<file path="src/rtl/ppu_pkg.sv">
// rtl/ppu_pkg.sv - PPU register selects, VRAM address constants and loopy v/t field indices
// Shared by the scroll/address block and the background renderer.
package ppu_pkg;

   localparam logic [2:0] REG_PPUCTRL   = 3'd0;
   localparam logic [2:0] REG_PPUMASK   = 3'd1;
   localparam logic [2:0] REG_PPUSTATUS = 3'd2;
   localparam logic [2:0] REG_OAMADDR   = 3'd3;
   localparam logic [2:0] REG_OAMDATA   = 3'd4;
   localparam logic [2:0] REG_PPUSCROLL = 3'd5;
   localparam logic [2:0] REG_PPUADDR   = 3'd6;
   localparam logic [2:0] REG_PPUDATA   = 3'd7;

   localparam logic [13:0] NT_BASE   = 14'h2000;
   localparam logic [9:0]  AT_OFFSET = 10'h3C0;

   localparam int CX_LSB = 0;
   localparam int CX_MSB = 4;
   localparam int CY_LSB = 5;
   localparam int CY_MSB = 9;
   localparam int NT_X   = 10;
   localparam int NT_Y   = 11;
   localparam int FY_LSB = 12;
   localparam int FY_MSB = 14;

endpackage

</file>
<file path="src/rtl/scroll_inc.sv">
// rtl/scroll_inc.sv - combinational coarse-X and Y incrementers for the loopy v register
// Each output is v with only its own fields advanced, so the caller can merge them freely.
module scroll_inc
   import ppu_pkg::*;
(
   input  logic [14:0] i_v,
   output logic [14:0] o_v_cx,
   output logic [14:0] o_v_y
);

   always_comb begin
      o_v_cx = i_v;
      if (i_v[CX_MSB:CX_LSB] == 5'd31) begin
         o_v_cx[CX_MSB:CX_LSB] = 5'd0;
         o_v_cx[NT_X]          = ~i_v[NT_X];
      end else begin
         o_v_cx[CX_MSB:CX_LSB] = i_v[CX_MSB:CX_LSB] + 5'd1;
      end
   end

   // Row 29 is the last visible tile row; 30/31 are attribute rows and wrap without a nametable flip.
   always_comb begin
      o_v_y = i_v;
      if (i_v[FY_MSB:FY_LSB] != 3'd7) begin
         o_v_y[FY_MSB:FY_LSB] = i_v[FY_MSB:FY_LSB] + 3'd1;
      end else begin
         o_v_y[FY_MSB:FY_LSB] = 3'd0;
         case (i_v[CY_MSB:CY_LSB])
            5'd29: begin
               o_v_y[CY_MSB:CY_LSB] = 5'd0;
               o_v_y[NT_Y]          = ~i_v[NT_Y];
            end
            5'd31:   o_v_y[CY_MSB:CY_LSB] = 5'd0;
            default: o_v_y[CY_MSB:CY_LSB] = i_v[CY_MSB:CY_LSB] + 5'd1;
         endcase
      end
   end

endmodule

</file>
<file path="src/rtl/scroll_addr.sv">
// rtl/scroll_addr.sv - loopy v/t/x/w scroll registers, VRAM fetch address mux and attribute select
// Option SCROLL_RENDER_GLITCH_EN: PPUDATA access during rendering bumps coarse X and Y together.
module scroll_addr
   import ppu_pkg::*;
(
   input  logic        clk,
   input  logic        rst_n,
   input  logic        reg_wr,
   input  logic        reg_rd,
   input  logic [2:0]  reg_sel,
   input  logic [7:0]  reg_din,
   input  logic        data_inc,
   input  logic        inc32,
   input  logic        render_en,
   input  logic        inc_cx,
   input  logic        inc_y,
   input  logic        copy_h,
   input  logic        copy_v,
   input  logic        fetch_nt,
   input  logic        fetch_attr,
   input  logic [7:0]  data_i,
   output logic [13:0] vaddr,
   output logic [2:0]  fine_x,
   output logic [2:0]  fine_y,
   output logic [1:0]  attr_o
);

   logic [14:0] r_v, r_t;
   logic [2:0]  r_x;
   logic        r_w;

   logic [14:0] w_v_nxt, w_t_nxt;
   logic [2:0]  w_x_nxt;
   logic        w_w_nxt;
   logic [14:0] w_v_cx, w_v_y;
   logic        w_glitch;
   logic        w_do_cx, w_do_y;

   logic w_wr_ctrl, w_wr_scroll, w_wr_addr, w_rd_status;

   assign w_wr_ctrl   = reg_wr && (reg_sel == REG_PPUCTRL);
   assign w_wr_scroll = reg_wr && (reg_sel == REG_PPUSCROLL);
   assign w_wr_addr   = reg_wr && (reg_sel == REG_PPUADDR);
   assign w_rd_status = reg_rd && (reg_sel == REG_PPUSTATUS);

`ifdef SCROLL_RENDER_GLITCH_EN
   assign w_glitch = data_inc;
`else
   assign w_glitch = 1'b0;
`endif

   assign w_do_cx = inc_cx | w_glitch;
   assign w_do_y  = inc_y  | w_glitch;

   scroll_inc u_inc (
      .i_v    (r_v),
      .o_v_cx (w_v_cx),
      .o_v_y  (w_v_y)
   );

   // Register writes see the old w; a status read clears w afterwards.
   always_comb begin
      w_t_nxt = r_t;
      w_x_nxt = r_x;
      w_w_nxt = r_w;
      if (w_wr_ctrl)
         w_t_nxt[NT_Y:NT_X] = reg_din[1:0];
      if (w_wr_scroll) begin
         if (!r_w) begin
            w_t_nxt[CX_MSB:CX_LSB] = reg_din[7:3];
            w_x_nxt                = reg_din[2:0];
            w_w_nxt                = 1'b1;
         end else begin
            w_t_nxt[FY_MSB:FY_LSB] = reg_din[2:0];
            w_t_nxt[CY_MSB:CY_LSB] = reg_din[7:3];
            w_w_nxt                = 1'b0;
         end
      end
      if (w_wr_addr) begin
         if (!r_w) begin
            w_t_nxt[13:8] = reg_din[5:0];
            w_t_nxt[14]   = 1'b0;
            w_w_nxt       = 1'b1;
         end else begin
            w_t_nxt[7:0]  = reg_din;
            w_w_nxt       = 1'b0;
         end
      end
      if (w_rd_status)
         w_w_nxt = 1'b0;
   end

   // Copies are applied after increments so they win on shared fields.
   always_comb begin
      w_v_nxt = r_v;
      if (render_en) begin
         if (w_do_cx) begin
            w_v_nxt[NT_X]          = w_v_cx[NT_X];
            w_v_nxt[CX_MSB:CX_LSB] = w_v_cx[CX_MSB:CX_LSB];
         end
         if (w_do_y) begin
            w_v_nxt[FY_MSB:NT_Y]   = w_v_y[FY_MSB:NT_Y];
            w_v_nxt[CY_MSB:CY_LSB] = w_v_y[CY_MSB:CY_LSB];
         end
         if (copy_h) begin
            w_v_nxt[NT_X]          = r_t[NT_X];
            w_v_nxt[CX_MSB:CX_LSB] = r_t[CX_MSB:CX_LSB];
         end
         if (copy_v) begin
            w_v_nxt[FY_MSB:NT_Y]   = r_t[FY_MSB:NT_Y];
            w_v_nxt[CY_MSB:CY_LSB] = r_t[CY_MSB:CY_LSB];
         end
      end else if (data_inc) begin
         w_v_nxt = r_v + (inc32 ? 15'd32 : 15'd1);
      end
      if (w_wr_addr && r_w)
         w_v_nxt = {r_t[14:8], reg_din};
   end

   always_ff @(posedge clk or negedge rst_n) begin
      if (!rst_n) begin
         r_v <= '0;
         r_t <= '0;
         r_x <= '0;
         r_w <= 1'b0;
      end else begin
         r_v <= w_v_nxt;
         r_t <= w_t_nxt;
         r_x <= w_x_nxt;
         r_w <= w_w_nxt;
      end
   end

   always_comb begin
      if (fetch_attr)
         vaddr = NT_BASE | {4'b0, AT_OFFSET} | {2'b0, r_v[NT_Y:NT_X], 10'b0}
               | {8'b0, r_v[9:7], 3'b0} | {11'b0, r_v[4:2]};
      else if (fetch_nt)
         vaddr = NT_BASE | {2'b0, r_v[11:0]};
      else
         vaddr = r_v[13:0];
   end

   assign attr_o = 2'(data_i >> {r_v[6], r_v[1], 1'b0});
   assign fine_x = r_x;
   assign fine_y = r_v[FY_MSB:FY_LSB];

endmodule

</file>
<file path="config.mk">
export PLATFORM = sky130hd
export DESIGN_NAME = scroll_addr
export DESIGN_NICKNAME = d
export VERILOG_FILES = /design/src/rtl/ppu_pkg.sv /design/src/rtl/scroll_inc.sv /design/src/rtl/scroll_addr.sv
export SDC_FILE = /design/constraint.sdc
export NUM_CORES = 1
export LEC_CHECK = 0
export ABC_CLOCK_PERIOD_IN_PS = 3800
export BUFFER_PORTS_ARGS = -buffer_cell sky130_fd_sc_hd__buf_2
export CAP_MARGIN = 20
export CORE_MARGIN = 3
export CORE_UTILIZATION = 55
export DETAILED_ROUTE_END_ITERATION = 8
export GPL_TIMING_DRIVEN = 1
export HOLD_SLACK_MARGIN = 0.1
export PLACE_DENSITY = 0.79
export SYNTH_ARGS = -nofsm -noshare
export SYNTH_HDL_FRONTEND = slang
export SYNTH_SLANG_ARGS = --single-unit
</file>
<file path="constraint.sdc">
create_clock -name clk -period 3.8 [get_ports clk]
set_input_delay 0.57 -clock clk [delete_from_list [all_inputs] [get_ports clk]]
set_output_delay 0.57 -clock clk [all_outputs]
set_load 0.02 [all_outputs]
</file>
* Word-level counts from Yosys, hierarchy flattened
Cells that the tools add are included.
** Storage, ports and cells
- Register bits after elaboration :: 34
- Bits in latches :: 0
- Memory bits (writable) :: 0
- Bits in read-only memories :: 0
- Input bits :: 32
- Word-level logic and storage cells :: 79
- Memories kept :: 0
** Operators by class
- Add/subtract/negate cells :: 4
- $mul :: 0
- Div/mod/pow operators :: 0
- Magnitude comparators :: 0
- Equal/unequal tests :: 12
- Shift-type cells :: 1
- Mux-type cells :: 34
- Bitwise logic cells :: 5
- Reductions and logical operators :: 15
** Operators with widths (count)
- $mux 15 :: 4
- $mux 5 :: 9
- $mux 14 :: 2
- $ne 4x1->1 const B :: 4
- $add 15x6->15 :: 1
- $eq 5x5->1 const B :: 3
- $or 14x3->14 :: 1
- $or 14x6->14 :: 1
- $add 5x1->5 const B :: 2
- $mux 10 :: 1
- $mux 1 :: 9
- $mux 3 :: 3
- $mux 4 :: 2
- $mux 8 :: 1
- $shr 8x3->2 :: 1
- $mux 7 :: 1
- $eq 3x3->1 const B :: 2
- $mux 6 :: 1
- $reduce_and 2->1 :: 3
- $reduce_and 3->1 :: 2
- $reduce_bool 3->1 :: 2
- $logic_and 1x1->1 :: 5
- $ne 4x4->1 const B :: 1
- $reduce_and 4->1 :: 1
- other kinds (7) :: 9

* Longest topological paths before layout
- Word-level depth :: 8
- Depth in mapped cells :: 8

* By module
A second synthesis with hierarchy kept.
** Unflattened totals
- Cell total of the unflattened synthesis :: 339
- Area, all modules :: 2901.5 sq um
** By module, submodules not included
- scroll_addr :: times used 1, cells an instance 286, area each 2497.4 sq um, sequential area each 850.8 sq um
- scroll_inc :: times used 1, cells an instance 53, area each 404.1 sq um, sequential area each 0.0 sq um

* Least setup slack after synthesis
No wires, ideal clock.
- Kind :: input -> register
- From :: input port inc32
- To :: register r_v[13]
- Setup time :: 0.123 ns
- Arrival :: 1.962 ns
- Required time :: 3.677 ns
- Slack :: 1.715 ns
- Stages :: 6
- Buffers on the path :: 0
- Cell sequence :: ha_1 nand4_1 o21ai_4 nand3_2 or4_1 o221a_2
** On the way
- Longest elaborated chain between the ends :: 5
** RTL lines
- from (decl) :: line scroll_addr.sv:13 : input logic inc32,
- $mux 6 :: line scroll_addr.sv:114 : w_v_nxt = r_v + (inc32 ? 15'd32 : 15'd1);
- $add 15x6->15 :: line scroll_addr.sv:114
- $mux 15 :: line scroll_addr.sv:113 : end else if (data_inc) begin
- $mux 15 :: line scroll_addr.sv:96 : if (render_en) begin
- $mux 15 :: line scroll_addr.sv:116 : if (w_wr_addr && r_w)
- to (signal assigned) :: line scroll_addr.sv:127 : r_v <= w_v_nxt;
- to (decl) :: line scroll_addr.sv:28 : logic [14:0] r_v, r_t;
No other way between the ends. The select of a mux whose other input is x is not followed.
A chain may end at the register's enable or synchronous reset.

* Final worst setup path
- From :: register r_v[0]
- To :: register r_v[6]
** On the way
- Longest elaborated chain between the ends :: 4
** RTL lines (line)
- $add 15x6->15 :: scroll_addr.sv:114
- $mux 15 :: scroll_addr.sv:113
- $mux 15 :: scroll_addr.sv:96
- $mux 15 :: scroll_addr.sv:116
No other way between the ends. The select of a mux whose other input is x is not followed.

==> results.ini <==
[cells_and_area]
synthToLayoutAreaGrowth_pct = 12.7
stdcell_area_sq_um = 2980
drive_above_1_share = 0.266
regArea_sq_um = 851
nFillCells = 388
multiInputGateArea_sq_um = 1610
fin_util = 0.662
layout.nets = 387
antennaDiodeCount = 0

[logic_synthesis]
syn_area_sq_um = 2650
yosysTopAreaCell = dfrtp_1
async_flop_share = 1.00
ys_seq_area_frac = 0.322
yosysWarnings = 0
synth.distinct_cells = 63
synth_common_cells = dfrtp_1, nor2_1, a21oi_1
synth-seq-cells = 34
syn-num-nets = 352
synth_area_leaders = dfrtp_1, a21oi_1, ha_1
synthCells = 310
post-synth-top-area-fraction = 0.322
yosysMostFrequentCell = dfrtp_1
synthFlopType = dfrtp_1
synth_edf_count = 0
syn_avg_cell_area_sq_um = 8.53

[routing]
finalWirelength_um = 6780
viasPerCell = 6.37
antenna_left = 0
wl_met1_um = 2910
post_drt_wl_per_cell_um = 17.0
drtPass1Iterations = 5
dr_total_vias = 2536
top_layer_used = met4
met2_length_um = 3190
drtIter0Drc = 220
met3_length_um = 599
drc = 0

[grt]
grt_max_degree = 41
antenna_found_initial = 0
grt_pass1_wl_um = 11200
grt_pass1_vias = 2338
track_usage = 0.257
gr-total-overflow = 0

[timing]
fin_crit_sh = 0.598
timing.hold.ws_ns = 0.344
finalSetupViolations = 0
tns_ns = 0
rsz0062_at_grt = false
slew_viol_final = 0
max-slew-margin-rel = 0.497
timing.final.crit_period_ns = 2.27
hold_violations = 0
worst_slew_pin_slew_ns = 0.755
fmax_mhz = 440
skew_ns = 0.00879

[floorplanning]
coreArea_sq_um = 4500
start_util = 0.587
num_io_pins = 54
rows = 24
die_x_um = 75.4
die-area_sq_um = 5680
fp.dieH_um = 75.4

[clock_network]
insertion_delay_ns = 0.29
numCtsBuffers = 5
ctsHoldBuffers = 0
clockBufferDepth = 2
path_clk_slew_ns = 0.08
h-tree-depth = 2
cts_resized = 0
cts-root-buf = clkbuf_8
cts_tree = built
cts_setup_buffers = 0
clock-sinks = 34

[setup_path]
worst-path-max-fanout = 8
cp.arrival_ns = 2.44
start_kind = register
endpoint_kind = register
critPathLaunch = r_v[0]
critical_path_class = reg -> reg
r2r-start = r_v[0]
cp_data_required_time_ns = 3.97

[status]
status = complete, no violations

[power_and_ir_drop]
p_leak_nw = 1.31
vdd_ir_drop_max_v = 0.000422
power_density_nw_per_um2 = 604
power_w = 0.00180

[place]
place_congestion = 0.848
portBuffers = 53
dpl.hpwl_um = 4870
placed_area_sq_um = 2840

[flow_run]
drv_cap = 0

[hold_path]
hp-class = in -> async

==> sequential cells by signal, summed over array words and instances, names as in the netlist <==
signal,cells
r_t,15
r_v,15
r_w,1
fine_x,3
==> per-stage QoR <==
step           setup slack (ns)  std cells
2_1_floorplan              1.72        310
3_3_place_gp               1.42        390
3_5_place_dp               1.36        390
4_1_cts                    1.58        398
5_1_grt                    1.43        398
6_report                   1.53        398
==> worst max-delay path: stages, from the launching register on <==
cell and delay, ns:
dfrtp_1 0.47, ha_1 0.26, ha_1 0.25, inv_1 0.10, o31ai_2 0.56, o21ai_1 0.15, a221oi_1 0.28, nor4_1 0.07
==> metal layers <==
metal / up-vias / track usage
met3: 10 / 0.0475
met5: - / 0
met1: 1191 / 0.347
met4: 0 / 0.0699
li1: 1210 / -
met2: 125 / 0.426
==> cell families (layout without fill, tap and decap cells) <==
kind of cell / count (synthesis) / in the layout / share of synthesized area
XOR/XNOR: 7 / 7 / 0.0232
flip-flops: 34 / 34 / 0.322
AO/OA/AOI/OAI: 98 / 98 / 0.244
adder cells (fa/ha/maj): 10 / 10 / 0.0473
buffers and inverters: 38 / 74 / 0.0700
AND/OR/NAND/NOR: 100 / 100 / 0.193
multiplexers: 23 / 23 / 0.101
==> path summary, 6_finish.rpt <==
check / endpoint / slack [ns] / depth (start not counted)
max: r_v[6] / 1.53 / 7
min: r_v[0] / 0.34 / 1
max reg2reg: r_v[6] / 1.53 / 7
min reg2reg: fine_x[0] / 0.51 / 1
max in group asynchronous: r_v[13] / 2.97 / 1
min in group clk: fine_x[0] / 0.51 / 1
==> placed cells by master (no fill, tap or decap), types with 2 or more instances in the layout <==
cell	synthesis	layout
inv_1	12	12
nand4b_1	2	2
nand2_1	24	24
o21ai_0	16	16
clkbuf_8	0	5
and3_2	2	2
nand3_1	7	7
and3_4	2	2
mux2i_1	11	11
a31oi_1	11	11
nor2_1	30	30
mux4_2	2	2
a211o_1	2	2
o22ai_1	9	9
buf_2	4	53
xnor2_1	2	2
mux2_2	10	10
nor3_1	4	4
nor3b_1	4	4
nand2b_1	4	4
a221oi_1	2	2
dfrtp_1	34	34
or2_2	7	7
ha_1	10	10
o22a_1	2	2
xor2_1	5	5
o311a_1	2	2
a21oi_1	28	28
bufinv_16	0	2
o21ai_1	2	2
a22oi_1	2	2
nand4_1	3	3
o211ai_1	5	5
==> where the power goes <==
group          switching, W  total (W)  internal [W]
clock network      0.000141   0.000404      0.000263
logic              0.000386   0.000710      0.000325
registers          0.000192   0.000684      0.000493
==> layout make-up <==
| class | instances | share of cell area |
|---|---|---|
| clock buffer | 5 | 0.0231 |
| clock inverter | 3 | 0.0231 |
| tap | 52 | 0.0218 |
| inverter | 12 | 0.0151 |
| multi-input combinational | 238 | 0.540 |
| sequential | 34 | 0.285 |
| timing repair buffer | 54 | 0.0915 |
Note: power is estimated with default switching activity, not from simulation.
